**src/rtl/mem_responder.sv**
```systemverilog
// mem_responder: fixed-latency memory responder model.
// Each accepted request moves through a (LATENCY-1)-stage delay pipe and then
// into an in-order response FIFO. Total capacity (pipe + FIFO) is DEPTH.
// Responses carry the request tag and the zero-extended address as data.
// Optional feature macro: MEM_RESPONDER_STATS_EN builds the 64-bit
// request/response counters; without it both count ports read zero.
module mem_responder #(
    parameter int LATENCY     = 4,
    parameter int DEPTH       = 16,
    parameter int STALL_SLACK = 2,
    parameter int TAG_W       = 16
) (
    input  logic             clk,
    input  logic             rst,
    input  logic             rq_vld_in,
    input  logic [47:0]      rq_addr_in,
    input  logic [TAG_W-1:0] rq_tag_in,
    output logic             rq_stall_out,
    output logic             rs_vld_out,
    output logic [TAG_W-1:0] rs_tag_out,
    output logic [63:0]      rs_data_out,
    input  logic             rs_stall_in,
    output logic             idle_out,
    output logic             overflow_out,
    output logic [63:0]      rq_count_out,
    output logic [63:0]      rs_count_out
);

    localparam int STG   = LATENCY - 1;
    localparam int LAST  = STG - 1;
    localparam int PTR_W = $clog2(DEPTH);
    localparam int CNT_W = PTR_W + 1;
    localparam logic [CNT_W-1:0] FULL_OCC  = CNT_W'(DEPTH);
    localparam logic [CNT_W-1:0] STALL_THR = CNT_W'(DEPTH - STALL_SLACK);

    // Delay pipe: valid is reset, payload is not
    logic             pipe_vld_p  [STG];
    logic [TAG_W-1:0] pipe_tag_p  [STG];
    logic [47:0]      pipe_addr_p [STG];

    // Response FIFO storage
    logic [TAG_W-1:0] fifo_tag  [DEPTH];
    logic [47:0]      fifo_addr [DEPTH];
    logic [PTR_W-1:0] wr_ptr;
    logic [PTR_W-1:0] rd_ptr;
    logic [CNT_W-1:0] fifo_cnt;

    // Occupancy = valid pipe stages + FIFO entries
    logic [CNT_W-1:0] occ;
    logic [CNT_W-1:0] occ_nxt;

    logic             accept;
    logic             drop;
    logic             exit_vld;
    logic             fifo_empty;
    logic             issue;
    logic             bypass;
    logic             fifo_push;
    logic             fifo_pop;
    logic [TAG_W-1:0] head_tag;
    logic [47:0]      head_addr;

    // Accept/issue decisions; the pipe exit feeds the output directly when the
    // FIFO is empty so an unstalled request sees exactly LATENCY cycles.
    always_comb begin
        accept     = rq_vld_in && (occ < FULL_OCC);
        drop       = rq_vld_in && !accept;
        exit_vld   = pipe_vld_p[LAST];
        fifo_empty = (fifo_cnt == '0);
        issue      = !rs_stall_in && (!fifo_empty || exit_vld);
        bypass     = issue && fifo_empty;
        fifo_pop   = issue && !fifo_empty;
        fifo_push  = exit_vld && !bypass;
        head_tag   = fifo_empty ? pipe_tag_p[LAST]  : fifo_tag[rd_ptr];
        head_addr  = fifo_empty ? pipe_addr_p[LAST] : fifo_addr[rd_ptr];
        occ_nxt    = occ;
        if (accept && !issue) begin
            occ_nxt = occ + CNT_W'(1);
        end else if (!accept && issue) begin
            occ_nxt = occ - CNT_W'(1);
        end
    end

    // Pipe valid bits shift every cycle; no backpressure inside the pipe
    always_ff @(posedge clk or negedge rst) begin
        if (!rst) begin
            for (int i = 0; i < STG; i++) begin
                pipe_vld_p[i] <= 1'b0;
            end
        end else begin
            pipe_vld_p[0] <= accept;
            for (int i = 1; i < STG; i++) begin
                pipe_vld_p[i] <= pipe_vld_p[i-1];
            end
        end
    end

    // Pipe payload follows the valid bits
    always_ff @(posedge clk) begin
        pipe_tag_p[0]  <= rq_tag_in;
        pipe_addr_p[0] <= rq_addr_in;
        for (int i = 1; i < STG; i++) begin
            pipe_tag_p[i]  <= pipe_tag_p[i-1];
            pipe_addr_p[i] <= pipe_addr_p[i-1];
        end
    end

    // FIFO storage write at the pipe exit
    always_ff @(posedge clk) begin
        if (fifo_push) begin
            fifo_tag[wr_ptr]  <= pipe_tag_p[LAST];
            fifo_addr[wr_ptr] <= pipe_addr_p[LAST];
        end
    end

    // FIFO pointers, fill count and total occupancy
    always_ff @(posedge clk or negedge rst) begin
        if (!rst) begin
            wr_ptr   <= '0;
            rd_ptr   <= '0;
            fifo_cnt <= '0;
            occ      <= '0;
        end else begin
            if (fifo_push) begin
                wr_ptr <= wr_ptr + PTR_W'(1);
            end
            if (fifo_pop) begin
                rd_ptr <= rd_ptr + PTR_W'(1);
            end
            if (fifo_push && !fifo_pop) begin
                fifo_cnt <= fifo_cnt + CNT_W'(1);
            end else if (fifo_pop && !fifo_push) begin
                fifo_cnt <= fifo_cnt - CNT_W'(1);
            end
            occ <= occ_nxt;
        end
    end

    // Registered status: stall follows occupancy by one cycle, idle reflects
    // the state being entered, overflow is sticky
    always_ff @(posedge clk or negedge rst) begin
        if (!rst) begin
            rq_stall_out <= 1'b0;
            idle_out     <= 1'b1;
            overflow_out <= 1'b0;
            rs_vld_out   <= 1'b0;
        end else begin
            rq_stall_out <= (occ >= STALL_THR);
            idle_out     <= (occ_nxt == '0) && !issue;
            overflow_out <= overflow_out || drop;
            rs_vld_out   <= issue;
        end
    end

    // Response payload loads on issue and otherwise holds
    always_ff @(posedge clk or negedge rst) begin
        if (!rst) begin
            rs_tag_out  <= '0;
            rs_data_out <= '0;
        end else if (issue) begin
            rs_tag_out  <= head_tag;
            rs_data_out <= {16'h0000, head_addr};
        end
    end

`ifdef MEM_RESPONDER_STATS_EN
    logic [63:0] rq_cnt;
    logic [63:0] rs_cnt;

    // Free-running wrap-around request/response counters
    always_ff @(posedge clk or negedge rst) begin
        if (!rst) begin
            rq_cnt <= '0;
            rs_cnt <= '0;
        end else begin
            if (accept) begin
                rq_cnt <= rq_cnt + 64'd1;
            end
            if (issue) begin
                rs_cnt <= rs_cnt + 64'd1;
            end
        end
    end

    assign rq_count_out = rq_cnt;
    assign rs_count_out = rs_cnt;
`else
    assign rq_count_out = 64'd0;
    assign rs_count_out = 64'd0;
`endif

endmodule

```
**config.mk**
```make
export PLATFORM = sky130hd
export DESIGN_NAME = mem_responder
export DESIGN_NICKNAME = d
export VERILOG_FILES = /design/src/rtl/mem_responder.sv
export SDC_FILE = /design/constraint.sdc
export NUM_CORES = 1
export LEC_CHECK = 0
export BUFFER_PORTS_ARGS = -buffer_cell sky130_fd_sc_hd__buf_2
export CORE_MARGIN = 2
export CORE_UTILIZATION = 30
export CTS_BUF_LIST = sky130_fd_sc_hd__clkbuf_16
export CTS_CLUSTER_SIZE = 16
export DETAILED_ROUTE_END_ITERATION = 6
export MAX_ROUTING_LAYER = met4
export PLACE_DENSITY = 0.44
export SYNTH_ARGS = -nofsm -noshare
export SYNTH_HDL_FRONTEND = slang
export SYNTH_SLANG_ARGS = --single-unit
```
**constraint.sdc**
```tcl
create_clock -name clk -period 3.15 [get_ports clk]
set_clock_uncertainty 0.2 [all_clocks]
set_input_delay 0.315 -clock clk [delete_from_list [all_inputs] [get_ports clk]]
set_output_delay 0.315 -clock clk [all_outputs]
set_load 0.02 [all_outputs]
```
Word-level counts from Yosys, hierarchy flattened
Memory sizes are Yosys's and may differ from the RTL's. Cells that the tools add are included.

Reductions and logical operators: 23. Add/subtract/negate cells: 6. Muxes and demuxes: 8. $lt $le $gt $ge: 2.

Operators by type and width (number): 48-bit 2-to-1 mux (1); 5-bit 2-to-1 mux (4); 16-bit 2-to-1 mux (1); 1-bit logical AND (11); 5-bit by 1-bit adder with 5-bit output, second input constant (2); 5-bit logical NOT (2); 5-bit by 1-bit subtractor with 5-bit output, second input constant (2); 4-bit by 1-bit adder with 4-bit output, second input constant (2); 1-bit logical NOT (7); 5-bit by 4-bit >= comparator with 1-bit output, second input constant (1); 5-bit less-than comparator, second input constant (1); 1-bit logical OR (2); 1-bit 2-to-1 mux (2); 2-bit nonzero test (1).

Bits in registers: 89. Memories kept: 4. Bits in writable memories: 1216. Word-level logic and storage cells: 56. Input port bits: 68. Output and inout port bits: 212.

Memory list: fifo_addr (words 16, width 48, rd ports 1, clocked after memory_dff 0, write ports 1, line 43) `logic [47:0] fifo_addr [DEPTH];`; fifo_tag (words 16, width 16, rd ports 1, clocked after memory_dff 0, write ports 1, line 42) `logic [TAG_W-1:0] fifo_tag [DEPTH];`; pipe_addr_p (words 3, width 48, rd ports 3, clocked after memory_dff 0, write ports 3, line 39) `logic [47:0] pipe_addr_p [STG];`; pipe_tag_p (words 3, width 16, rd ports 3, clocked after memory_dff 0, write ports 3, line 38) `logic [TAG_W-1:0] pipe_tag_p [STG];`.

Logic depth before layout (Yosys ltp)
Gate-level depths: netlist (run 1).

Depth in word-level cells: 11. Gate-level depth with buffers: 8. Depth with buffers taken out: 6.

Worst setup path before layout (run 1)
Ideal clock, no wire load.

Path kind: reg2reg. From: reg fifo_cnt[4]. To: mem fifo_addr[10][0], enable pin. Slack: -0.163 ns. Clock period less this slack: 3.313 ns. Required time: 2.521 ns. Data arrival time: 2.685 ns. Stages on the path, launching flop included: 5. Path buffers: 1. Library setup time: 0.429 ns. Cell sequence: dfrtp_1 clkbuf_1 o31ai_1 nor3b_1 and2_1.

Cells in the longest elaborated chain, start to end: 9.

RTL lines: from (decl) (line 46) `logic [CNT_W-1:0] fifo_cnt;`; from (signal assigned) (line 131) `fifo_cnt <= fifo_cnt + CNT_W'(1);`; from (signal assigned) (line 133) `fifo_cnt <= fifo_cnt - CNT_W'(1);`; 5-bit logical NOT (*) (line 69) `fifo_empty = (fifo_cnt == '0);`; 1-bit logical NOT (line 70) `issue = !rs_stall_in && (!fifo_empty || exit_vld);`; 1-bit logical OR (line 70); 1-bit logical AND (line 70); 1-bit logical AND (*) (line 71) `bypass = issue && fifo_empty;`; 1-bit logical NOT (*) (line 73) `fifo_push = exit_vld && !bypass;`; 1-bit logical AND (*) (line 73); 1-bit 2-to-1 mux (*) (line 110) `if (fifo_push) begin`; 1-bit 2-to-1 mux (implied by the code) (*) (line 112) `fifo_addr[wr_ptr] <= pipe_addr_p[LAST];`; to (decl) (line 43).

Every way passes the cells marked *; elsewhere a longest branch is shown, timed or not.

Worst setup path after layout (run 1)
From: reg fifo_cnt[0]. To: reg rs_tag_out[8].

Cells in the longest elaborated chain, start to end: 4. Elaborated cells between the ends (all ways): 5. Those cells by class: mux: 1; reduce/logical: 4.

RTL lines: 5-bit logical NOT (*) (line 69); 1-bit logical NOT (line 70); 1-bit logical OR (line 70); 1-bit logical AND (line 70); to (signal assigned) (line 161) `rs_tag_out <= head_tag;`; to (decl) (line 20) `output logic [TAG_W-1:0] rs_tag_out,`.

Marks and branches as above. A chain may end at the register's enable or synchronous reset.

==> impl_metrics.py, run 1 <==
metrics = {
    "global_route": {
        "grt_start_max_net_pins": 65,
        "antenna_found_initial": 2,
        "grt-ovfl-total": 0,
        "grt_pass1_vias": 23500,
        "grt_use_total_pct": 14.6,
        "grt_pass1_wl_microns": 166000,
    },
    "logic_synthesis": {
        "synth_edf_count": 1024,
        "yosysSeqAreaShare_pct": 77.9,
        "synthSimpleGateAreaFrac_pct": 0.598,
        "synth_top_family_by_area": "multiplexers",
        "synth_cell_type_count": 46,
        "yosys_warnings": 0,
        "synth_compound_area_share_pct": 2.52,
        "async_reset_ff_share_pct": 6.82,
        "synthCells": 2178,
        "syn-mean-instance-area_sq_um": 21.7,
        "ys_seq_elements": 1305,
        "netlist_area_sq_um": 47300,
        "synthMuxAreaShare_pct": 15.1,
        "synth_top_flop_cell": "edfxtp_1",
        "synth_adder_area_share_pct": 0.328,
        "synth_xor_area_share_pct": 0.259,
    },
    "min_path": {
        "worstHoldPathType": "in2reg",
    },
    "timing": {
        "relSlewSlack_pct": 41.2,
        "finalSetupViolCount": 0,
        "rsz0062_at_grt": "false",
        "worst_slew_pin_slew_ps": 880,
        "max_freq_mhz": 363,
        "post-route-period-util_pct": 87.5,
        "finalHoldViolCount": 0,
        "finalCriticalPeriod_ps": 2760,
        "slew_viol_final": 0,
        "setup_tns_ps": 0,
    },
    "clocking": {
        "cts_setup_buffers": 0,
        "cts_buffer_depth": 3,
        "postCtsHoldBufs": 132,
        "post_cts_resized": 0,
        "clkSlewWorstSetupHoldPaths_ps": 60,
        "cts_sinks": 1305,
        "cts-htree-levels": 4,
        "clk_latency_ps": 750,
        "cts_root_buffer": "clkbuf_16",
        "cts_tree": "built",
        "cts_buffers": 145,
    },
    "detailed_routing": {
        "drc": 0,
        "wl_per_cell_microns": 23.8,
        "finalWirelength_microns": 113000,
        "dr.pass1.iters": 5,
        "num_vias": 22200,
        "antenna_left": 0,
        "drtIter0Drc": 1814,
        "via_per_inst": 4.67,
    },
    "die": {
        "rows": 145,
        "die_area_sq_um": 161000,
        "initial_core_util_pct": 30.2,
        "die_y_microns": 401,
        "die_w_microns": 401,
        "core_sq_um": 156000,
        "pin_count": 280,
    },
    "worst_setup_path": {
        "cpLargestDelayFamily": "compound AO/OA/AOI/OAI gates",
        "cp.required_ps": 3580,
        "path_cells": "or4_1 -> buf_4 -> o211ai_4 -> buf_12 -> o22ai_1 -> a221o_1",
        "cp-start-kind": "flop",
        "endpoint_kind": "flop",
        "arrival_ps": 3190,
        "crit_fanout": 42,
        "worst_path_max_delay_cell": "or4_1",
        "slowest_delay_ps": 590,
        "path_class": "reg2reg",
        "path_buf_inv": 2,
    },
    "pwr": {
        "p_int_uw": 35300,
        "powerDensity_nw_per_um2": 885,
        "power.share.clock_pct": 31.4,
        "switchingPower_uw": 14900,
        "power.leakage_uw": 0.0194,
        "power_frac_comb_pct": 25.5,
        "irDropWorstVdd_mv": 0.745,
        "seq_power_share_pct": 43.1,
        "switching_share_pct": 29.6,
    },
    "placed_design": {
        "portBuffers": 135,
        "dp.cells": 4353,
        "gp_congestion": 0.743,
        "dp_hpwl_microns": 65300,
    },
    "final_layout": {
        "stdcell_count": 4751,
        "area_growth_pct": 19.9,
        "fin_nets": 2653,
        "layout-drive-gt1-share_pct": 26.3,
    },
    "job": {
        "drv_cap": 0,
    },
    "status": {
        "status": "finished clean",
    },
}
==> final timing paths <==
check	slack (ps)	to	startpoint	cells after the start
worst max register to register	390	rs_tag_out[8]	fifo_cnt[0]	6
worst min-delay path	50	pipe_addr_p[0][17]	rq_addr_in[17]	2
worst max-delay path	390	rs_tag_out[8]	fifo_cnt[0]	6
min in group asynchronous	540	rs_data_out[11]	rst	4
max in group asynchronous	1900	rs_data_out[43]	rst	4
worst min register to register	120	pipe_addr_p[0][113]	pipe_addr_p[0][65]	0
==> per-layer routing <==
layer / GRT usage (%) / vias to the layer above / routed length (microns)
li1: - / 9446 / -
met1: 19.6 / 11900 / 51700
met2: 22.1 / 703 / 52600
met3: 3.30 / 155 / 6510
met4: 4.34 / 0 / 2480
met5: - / - / 0
==> flip-flops by register name (all words and copies together), names as in the netlist <==
name / count
wr_ptr: 4
overflow_out: 1
occ: 5
rd_ptr: 4
fifo_cnt: 5
exit_vld: 1
rs_data_out: 48
pipe_addr_p: 144
rs_tag_out: 16
fifo_tag: 256
rq_stall_out: 1
pipe_vld_p: 2
rs_vld_out: 1
pipe_tag_p: 48
idle_out: 1
fifo_addr: 768
==> cell usage after synthesis, drive strengths merged (2+ instances only) <==
| master | n | area share (%) |
|---|---|---|
| nor3 | 2 | 0.021 |
| o22ai | 64 | 0.85 |
| a21o | 3 | 0.048 |
| o31ai | 2 | 0.061 |
| mux2i | 131 | 2.8 |
| o211ai | 2 | 0.053 |
| o21ai | 6 | 0.063 |
| nand4 | 3 | 0.040 |
| mux4 | 256 | 12 |
| inv | 9 | 0.071 |
| xor2 | 5 | 0.093 |
| nand3 | 2 | 0.021 |
| mux2 | 4 | 0.095 |
| nor2 | 5 | 0.040 |
| clkbuf | 31 | 0.25 |
| and3 | 2 | 0.026 |
| buf | 216 | 3.0 |
| ha | 10 | 0.26 |
| xnor2 | 9 | 0.17 |
| dfxtp | 192 | 8.1 |
| a221o | 63 | 1.3 |
| and2 | 17 | 0.22 |
| or4 | 3 | 0.048 |
| a21oi | 3 | 0.032 |
| dfrtp | 88 | 4.7 |
| nor3b | 2 | 0.032 |
| nand2 | 11 | 0.087 |
| edfxtp | 1024 | 65 |
==> metrics by stage <==
stage          setup slack, ps  hold WS (ps)  instance area (sq um)  power, uW  util (%)
2_1_floorplan              410          -181                  47800      30100         -
3_3_place_gp               402          89.4                  50900      34900      32.6
3_5_place_dp               395          92.3                  50900      35000      32.6
4_1_cts                    381         0.528                  56700      51100      36.2
5_1_grt                    274          22.1                  56700      52600      36.2
6_report                   393          52.1                  56700      50200      36.2
==> power by group through the flow <==
stage / clock network (uW) / registers, uW / logic [uW]
final: 15800 / 21600 / 12800
after global routing: 17000 / 21800 / 13800
after CTS: 16300 / 21700 / 13100
after detailed placement: 0 / 22000 / 13000
after global placement: 0 / 22000 / 12900
after floorplan: 0 / 21800 / 8300
==> cells by family (layout without fill, tap and decap cells) <==
kind of cell / after synthesis / count (layout)
flip-flops: 1305 / 1305
buffers and inverters: 256 / 627
other: 1 / 145
adder cells (fa/ha/maj): 12 / 12
AO/OA/AOI/OAI: 148 / 148
multiplexers: 391 / 391
AND/OR/NAND/NOR: 51 / 51
XOR/XNOR: 14 / 14
==> cell type report <==
class / instances / area (sq um)
Clock inverter: 117 / 726
Clock buffer: 148 / 3700
Inverter: 9 / 33.8
Fill cell: 14400 / 99700
Multi-Input combinational cell: 760 / 9480
Timing Repair Buffer: 353 / 3330
Antenna cell: 1 / 2.50
Tap cell: 2058 / 2570
Sequential cell: 1305 / 36800
==> layout by cell type, fill, tap and decap left out, types with 10 or more instances in the layout <==
cell	count
conb_1	144
dlygate4sd3_1	131
a221o_1	63
buf_2	134
mux4_2	256
mux2i_1	131
clkbuf_16	148
ha_1	10
buf_4	33
o22ai_1	64
inv_1	38
edfxtp_1	1024
nand2_1	11
clkinv_2	29
and2_4	16
clkinv_1	35
buf_12	53
dfrtp_1	85
dfxtp_1	192
(Power assumes the default switching activity.)
==> run 2, diff against run 1 <==
- CELL_PAD_IN_SITES_DETAIL_PLACEMENT: default -> 1
- CELL_PAD_IN_SITES_GLOBAL_PLACEMENT: default -> 2
- PLACE_DENSITY: 0.44 -> 0.53
==> impl_metrics.py, run 2 (synthesis results as in run 1) <==
metrics = {
    "status": {
        "status": "finished clean",
    },
    "placed_design": {
        "dp_hpwl_microns": 65100,
        "portBuffers": 135,
        "pre_cts_slack_ps": 159,
        "dp.cells": 4351,
        "gp_congestion": 0.711,
    },
    "timing": {
        "max_freq_mhz": 347,
        "finalCriticalPeriod_ps": 2880,
        "layout_setup_ws_ps": 268,
        "finalSetupViolCount": 0,
        "setup_tns_ps": 0,
        "worst_slew_pin_slew_ps": 891,
        "relSlewSlack_pct": 40.5,
        "slew_viol_final": 0,
        "finalHoldViolCount": 0,
        "rsz0062_at_grt": "false",
        "post-route-period-util_pct": 91.5,
    },
    "clocking": {
        "cts_sinks": 1305,
        "cts_tree": "built",
        "cts-htree-levels": 4,
        "cts_root_buffer": "clkbuf_16",
        "cts_buffer_depth": 3,
        "cts_setup_buffers": 0,
        "clk_latency_ps": 760,
        "cts_buffers": 147,
        "clkSlewWorstSetupHoldPaths_ps": 60,
    },
    "worst_setup_path": {
        "path_class": "reg2reg",
        "rrSetupSlack_ps": 270,
        "path_buf_inv": 1,
        "r2r-start": "fifo_cnt[0]",
        "cp-start-kind": "flop",
        "path_cells": "or4_1 -> o31ai_2 -> nor3b_1 -> and2_4 -> buf_12",
        "endpoint_kind": "flop",
        "cpLargestDelayFamily": "simple AND/OR/NAND/NOR gates",
        "slowest_delay_ps": 640,
        "r2r_cells": 5,
        "arrival_ps": 3180,
        "crit_fanout": 32,
        "cp.required_ps": 3450,
        "worst_path_max_delay_cell": "or4_1",
        "r2r_end": "fifo_addr[7][5]",
    },
    "final_layout": {
        "stdcell_count": 4761,
        "regMostFlops": "fifo_addr",
        "layout-drive-gt1-share_pct": 26.3,
        "area_growth_pct": 20.4,
        "nFillCells": 15200,
        "largest_reg_flops": 768,
        "fin_nets": 2654,
        "mostFrequentLayoutCells": "edfxtp_1, mux4_2, dfxtp_1",
        "largestRegisters": "fifo_addr x768, fifo_tag x256, pipe_addr_p x144",
        "multi_input_area_sq_um": 9480,
        "seq_area_sq_um": 36800,
        "layout_commonest_cell": "edfxtp_1",
    },
    "detailed_routing": {
        "finalWirelength_microns": 116000,
        "via_per_inst": 4.63,
        "drtIter0Drc": 1567,
        "antenna_left": 0,
        "num_vias": 22100,
        "dr.pass1.iters": 5,
        "wl_per_cell_microns": 24.3,
        "drc": 0,
    },
    "global_route": {
        "grt-ovfl-total": 0,
        "grt_use_total_pct": 14.9,
        "grt_start_max_net_pins": 65,
        "grt_pass1_wl_microns": 171000,
        "antenna_found_initial": 6,
        "grt_pass1_vias": 24300,
    },
    "pwr": {
        "switchingPower_uw": 14800,
        "p_int_uw": 35800,
        "power.share.clock_pct": 32.5,
        "p_total_uw": 50500,
        "irDropWorstVdd_mv": 0.599,
        "power.leakage_uw": 0.0196,
        "power_frac_comb_pct": 24.8,
        "switching_share_pct": 29.3,
        "powerDensity_nw_per_um2": 888,
        "seq_power_share_pct": 42.7,
    },
    "min_path": {
        "worstHoldPathType": "reg2reg",
        "hp-start": "pipe_addr_p[0][12]",
        "holdPathStages": 0,
        "min_to": "pipe_addr_p[0][60]",
    },
    "die": {
        "rows": 145,
        "initial_core_util_pct": 30.2,
        "die_y_microns": 401,
        "die_area_sq_um": 161000,
        "die_w_microns": 401,
        "core_sq_um": 156000,
        "pin_count": 280,
    },
    "job": {
        "drv_cap": 0,
    },
}
==> run 2: changes by cell type in the layout (fill, tap and decap cells not counted), sizes merged <==
cell	before	now
dlygate4sd3	131	132
buf	222	220
diode	1	2
clkinv	73	60
bufinv	6	8
inv	45	61
clkbuf	148	153
==> run 2: how the worst max path moves through the flow <==
stage	startpoint	end	slack [ps]	depth (start not counted)
floorplan	fifo_cnt[0]	fifo_addr[12][0]	410	5
global placement	fifo_cnt[0]	fifo_addr[7][21]	200	5
detailed placement	fifo_cnt[0]	fifo_addr[7][21]	160	5
CTS	fifo_cnt[0]	fifo_addr[7][3]	120	5
global route	fifo_cnt[0]	fifo_addr[7][8]	180	5
finish	fifo_cnt[0]	fifo_addr[7][5]	270	5
==> run 2: repair_timing <==
action	CTS	global route
endpoints found under the hold margin	159	0
hold buffers	133	0
resized for setup	0	1
endpoints found under the setup margin	0	13
==> run 2: power groups by stage <==
stage	clock network, uW	logic, uW	registers [uW]
finish	16400	12500	21600
global route	17600	13600	21800
CTS	16900	12900	21600
detailed placement	0	12700	22000
global placement	0	12600	21900
floorplan	0	8300	21800
==> run 2: routing by layer <==
| layer | part of all wire (%) | track usage (%) | up-vias |
|---|---|---|---|
| met5 | 0 | - | - |
| met4 | 2.1 | 3.99 | 0 |
| met3 | 4.0 | 2.80 | 164 |
| met2 | 49 | 23.9 | 529 |
| met1 | 45 | 19.6 | 11900 |
| li1 | - | - | 9448 |
==> run 2: area by class of cell <==
cell class	instances	area share [%]
well taps	2058	4.52
flip-flops and latches	1305	64.7
repair buffers	352	5.86
clock buffers	153	6.73
clock inverters	122	1.44
diodes	2	0.00879
multi-input cells	760	16.7
inverters	9	0.0594
==> run 2: stage by stage <==
stage               util [%]  instance area, sq um  hold WS (ps)
floorplan                  -                 47800          -181
CTS                     36.4                 56900           120
detailed placement      32.6                 50900           113
global placement        32.6                 50900           111
global route            36.4                 56900           131
finish                  36.4                 56900           117
==> run 3, diff against run 2 <==
- PLACE_DENSITY: 0.53 -> 0.51
- SETUP_SLACK_MARGIN: default -> 0.4
- TNS_END_PERCENT: default -> 1
- clock period: 3.15 -> 3.31 ns (I/O delays scaled with it)
==> impl_metrics.py, run 3 (synthesis results as in run 1) <==
metrics = {
    "status": {
        "status": "finished clean",
    },
    "worst_setup_path": {
        "arrival_ps": 3010,
        "cp-start-kind": "flop",
        "rrSetupSlack_ps": 440,
        "path_class": "reg2reg",
        "r2r_end": "fifo_addr[14][23]",
        "worst_path_max_delay_cell": "or4_1",
        "r2r-start": "fifo_cnt[0]",
        "path_cells": "or4_1 -> o31a_1 -> and3_1 -> and2_4",
        "cp.required_ps": 3450,
        "crit_fanout": 64,
        "slowest_delay_ps": 600,
        "endpoint_kind": "flop",
        "r2r_cells": 4,
    },
    "job": {
        "drv_cap": 0,
    },
    "min_path": {
        "worstHoldPathType": "reg2reg",
        "hp-start": "pipe_addr_p[0][57]",
        "holdPathStages": 0,
        "min_to": "pipe_addr_p[0][105]",
    },
    "timing": {
        "max_freq_mhz": 349,
        "worst_slew_pin_slew_ps": 1240,
        "relSlewSlack_pct": 17.6,
        "slew_viol_final": 0,
        "finalCriticalPeriod_ps": 2870,
        "rsz0062_at_grt": "true",
        "layout_setup_ws_ps": 444,
        "post-route-period-util_pct": 86.6,
        "finalHoldViolCount": 0,
        "finalSetupViolCount": 0,
    },
    "detailed_routing": {
        "drtIter0Drc": 1682,
        "drc": 0,
        "via_per_inst": 4.67,
        "finalWirelength_microns": 124000,
        "num_vias": 22200,
        "dr.pass1.iters": 5,
        "antenna_left": 0,
        "wl_per_cell_microns": 26.1,
    },
    "final_layout": {
        "multi_input_area_sq_um": 9480,
        "area_growth_pct": 20.3,
        "final_util_pct": 36.4,
        "largestRegisters": "fifo_addr x768, fifo_tag x256, pipe_addr_p x144",
        "largest_reg_flops": 768,
        "seq_area_sq_um": 36800,
        "fin_nets": 2657,
        "layout-drive-gt1-share_pct": 26.6,
        "mostFrequentLayoutCells": "edfxtp_1, mux4_2, dfxtp_1",
        "antenna_cells": 0,
        "regMostFlops": "fifo_addr",
        "layout_commonest_cell": "edfxtp_1",
        "nFillCells": 15200,
    },
    "clocking": {
        "cts_root_buffer": "clkbuf_16",
        "cts_buffers": 147,
        "cts_sinks": 1305,
        "cts_buffer_depth": 3,
        "cts-htree-levels": 4,
        "post_cts_resized": 0,
        "cts_setup_buffers": 0,
        "clkSlewWorstSetupHoldPaths_ps": 60,
        "clk_latency_ps": 780,
        "cts_tree": "built",
    },
    "global_route": {
        "grtUsageMet3_pct": 3.09,
        "grt_pass1_vias": 23800,
        "grt_start_max_net_pins": 65,
        "grt_pass1_wl_microns": 178000,
        "met2_usage_pct": 23.8,
        "antenna_found_initial": 3,
        "top_usage_layer": "met2",
        "grtUsageMet1_pct": 22.0,
        "grt_use_total_pct": 15.9,
        "grt-ovfl-total": 0,
    },
    "die": {
        "die_area_sq_um": 161000,
        "die_w_microns": 401,
        "pin_count": 280,
        "initial_core_util_pct": 30.2,
        "die_y_microns": 401,
        "core_sq_um": 156000,
        "rows": 145,
    },
    "placed_design": {
        "gp_congestion": 0.744,
        "pre_cts_slack_ps": 450,
        "portBuffers": 135,
        "dp_hpwl_microns": 73300,
    },
    "pwr": {
        "power.leakage_uw": 0.0195,
        "irDropWorstVdd_mv": 0.547,
        "powerDensity_nw_per_um2": 859,
    },
}
==> run 3: cell count changes in the layout (fill, tap and decap cells not counted), moves of 2 or more <==
cell / before / now
inv_2: 3 / 1
buf_4: 30 / 35
inv_1: 45 / 38
clkbuf_16: 153 / 149
inv_16: 3 / 1
clkinv_1: 34 / 32
clkinv_16: 0 / 4
diode_2: 2 / 0
clkinv_4: 0 / 4
clkinv_2: 25 / 28
inv_4: 0 / 2
==> run 3: timing repair <==
| item | CTS | global route |
|---|---|---|
| hold endpoints to repair | 145 | 0 |
| endpoints found under the setup margin | 0 | 361 |
| hold buffers | 133 | 0 |
==> run 3: where the power goes <==
group	switching (uW)	leakage (uW)	internal (uW)
clock	6780	0.00240	8880
combinational	6880	0.00520	5740
sequential	1240	0.0119	19400
==> run 3: layout make-up <==
type | count | share of cell area (%)
clock inverter | 123 | 1.64
tap | 2058 | 4.52
multi-input combinational | 760 | 16.7
clock buffer | 149 | 6.55
timing repair buffer | 355 | 5.85
sequential | 1305 | 64.7
inverter | 9 | 0.0594
==> run 3: routing by layer <==
layer / up-vias / part of all wire, %
met5: - / 0
met4: 0 / 2.2
met3: 172 / 4.9
met2: 616 / 46
met1: 12000 / 47
li1: 9443 / -
==> run 3: through the flow <==
| step | setup TNS, ps | hold slack, ps | power [uW] | area, sq um | instances |
|---|---|---|---|---|---|
| 6_report | 0 | 118 | 48900 | 56900 | 4759 |
| 3_5_place_dp | 0 | 113 | 33800 | 50900 | 4354 |
| 4_1_cts | 0 | 123 | 49800 | 56900 | 4759 |
| 2_1_floorplan | -542 | -165 | 28700 | 47800 | 2321 |
| 5_1_grt | 0 | 131 | 51100 | 56900 | 4759 |
| 3_3_place_gp | 0 | 110 | 33700 | 50900 | 4354 |
==> run 3: worst max path at each step <==
stage | from | to | slack (ps) | cells after the start
global placement | fifo_cnt[0] | fifo_addr[14][6] | 480 | 4
detailed placement | fifo_cnt[0] | fifo_tag[14][12] | 450 | 4
CTS | fifo_cnt[0] | fifo_addr[14][23] | 420 | 4
global route | fifo_cnt[0] | fifo_tag[11][10] | 300 | 5
floorplan | fifo_cnt[4] | fifo_addr[11][0] | -3 | 4
finish | fifo_cnt[0] | fifo_addr[14][23] | 440 | 4
==> run 3: worst max-delay path: cells and delay by family (launching register included) <==
| family | cells | cell delay, ps |
|---|---|---|
| flip-flops | 1 | 430 |
| AO/OA/AOI/OAI | 1 | 350 |
| AND/OR/NAND/NOR | 3 | 1360 |
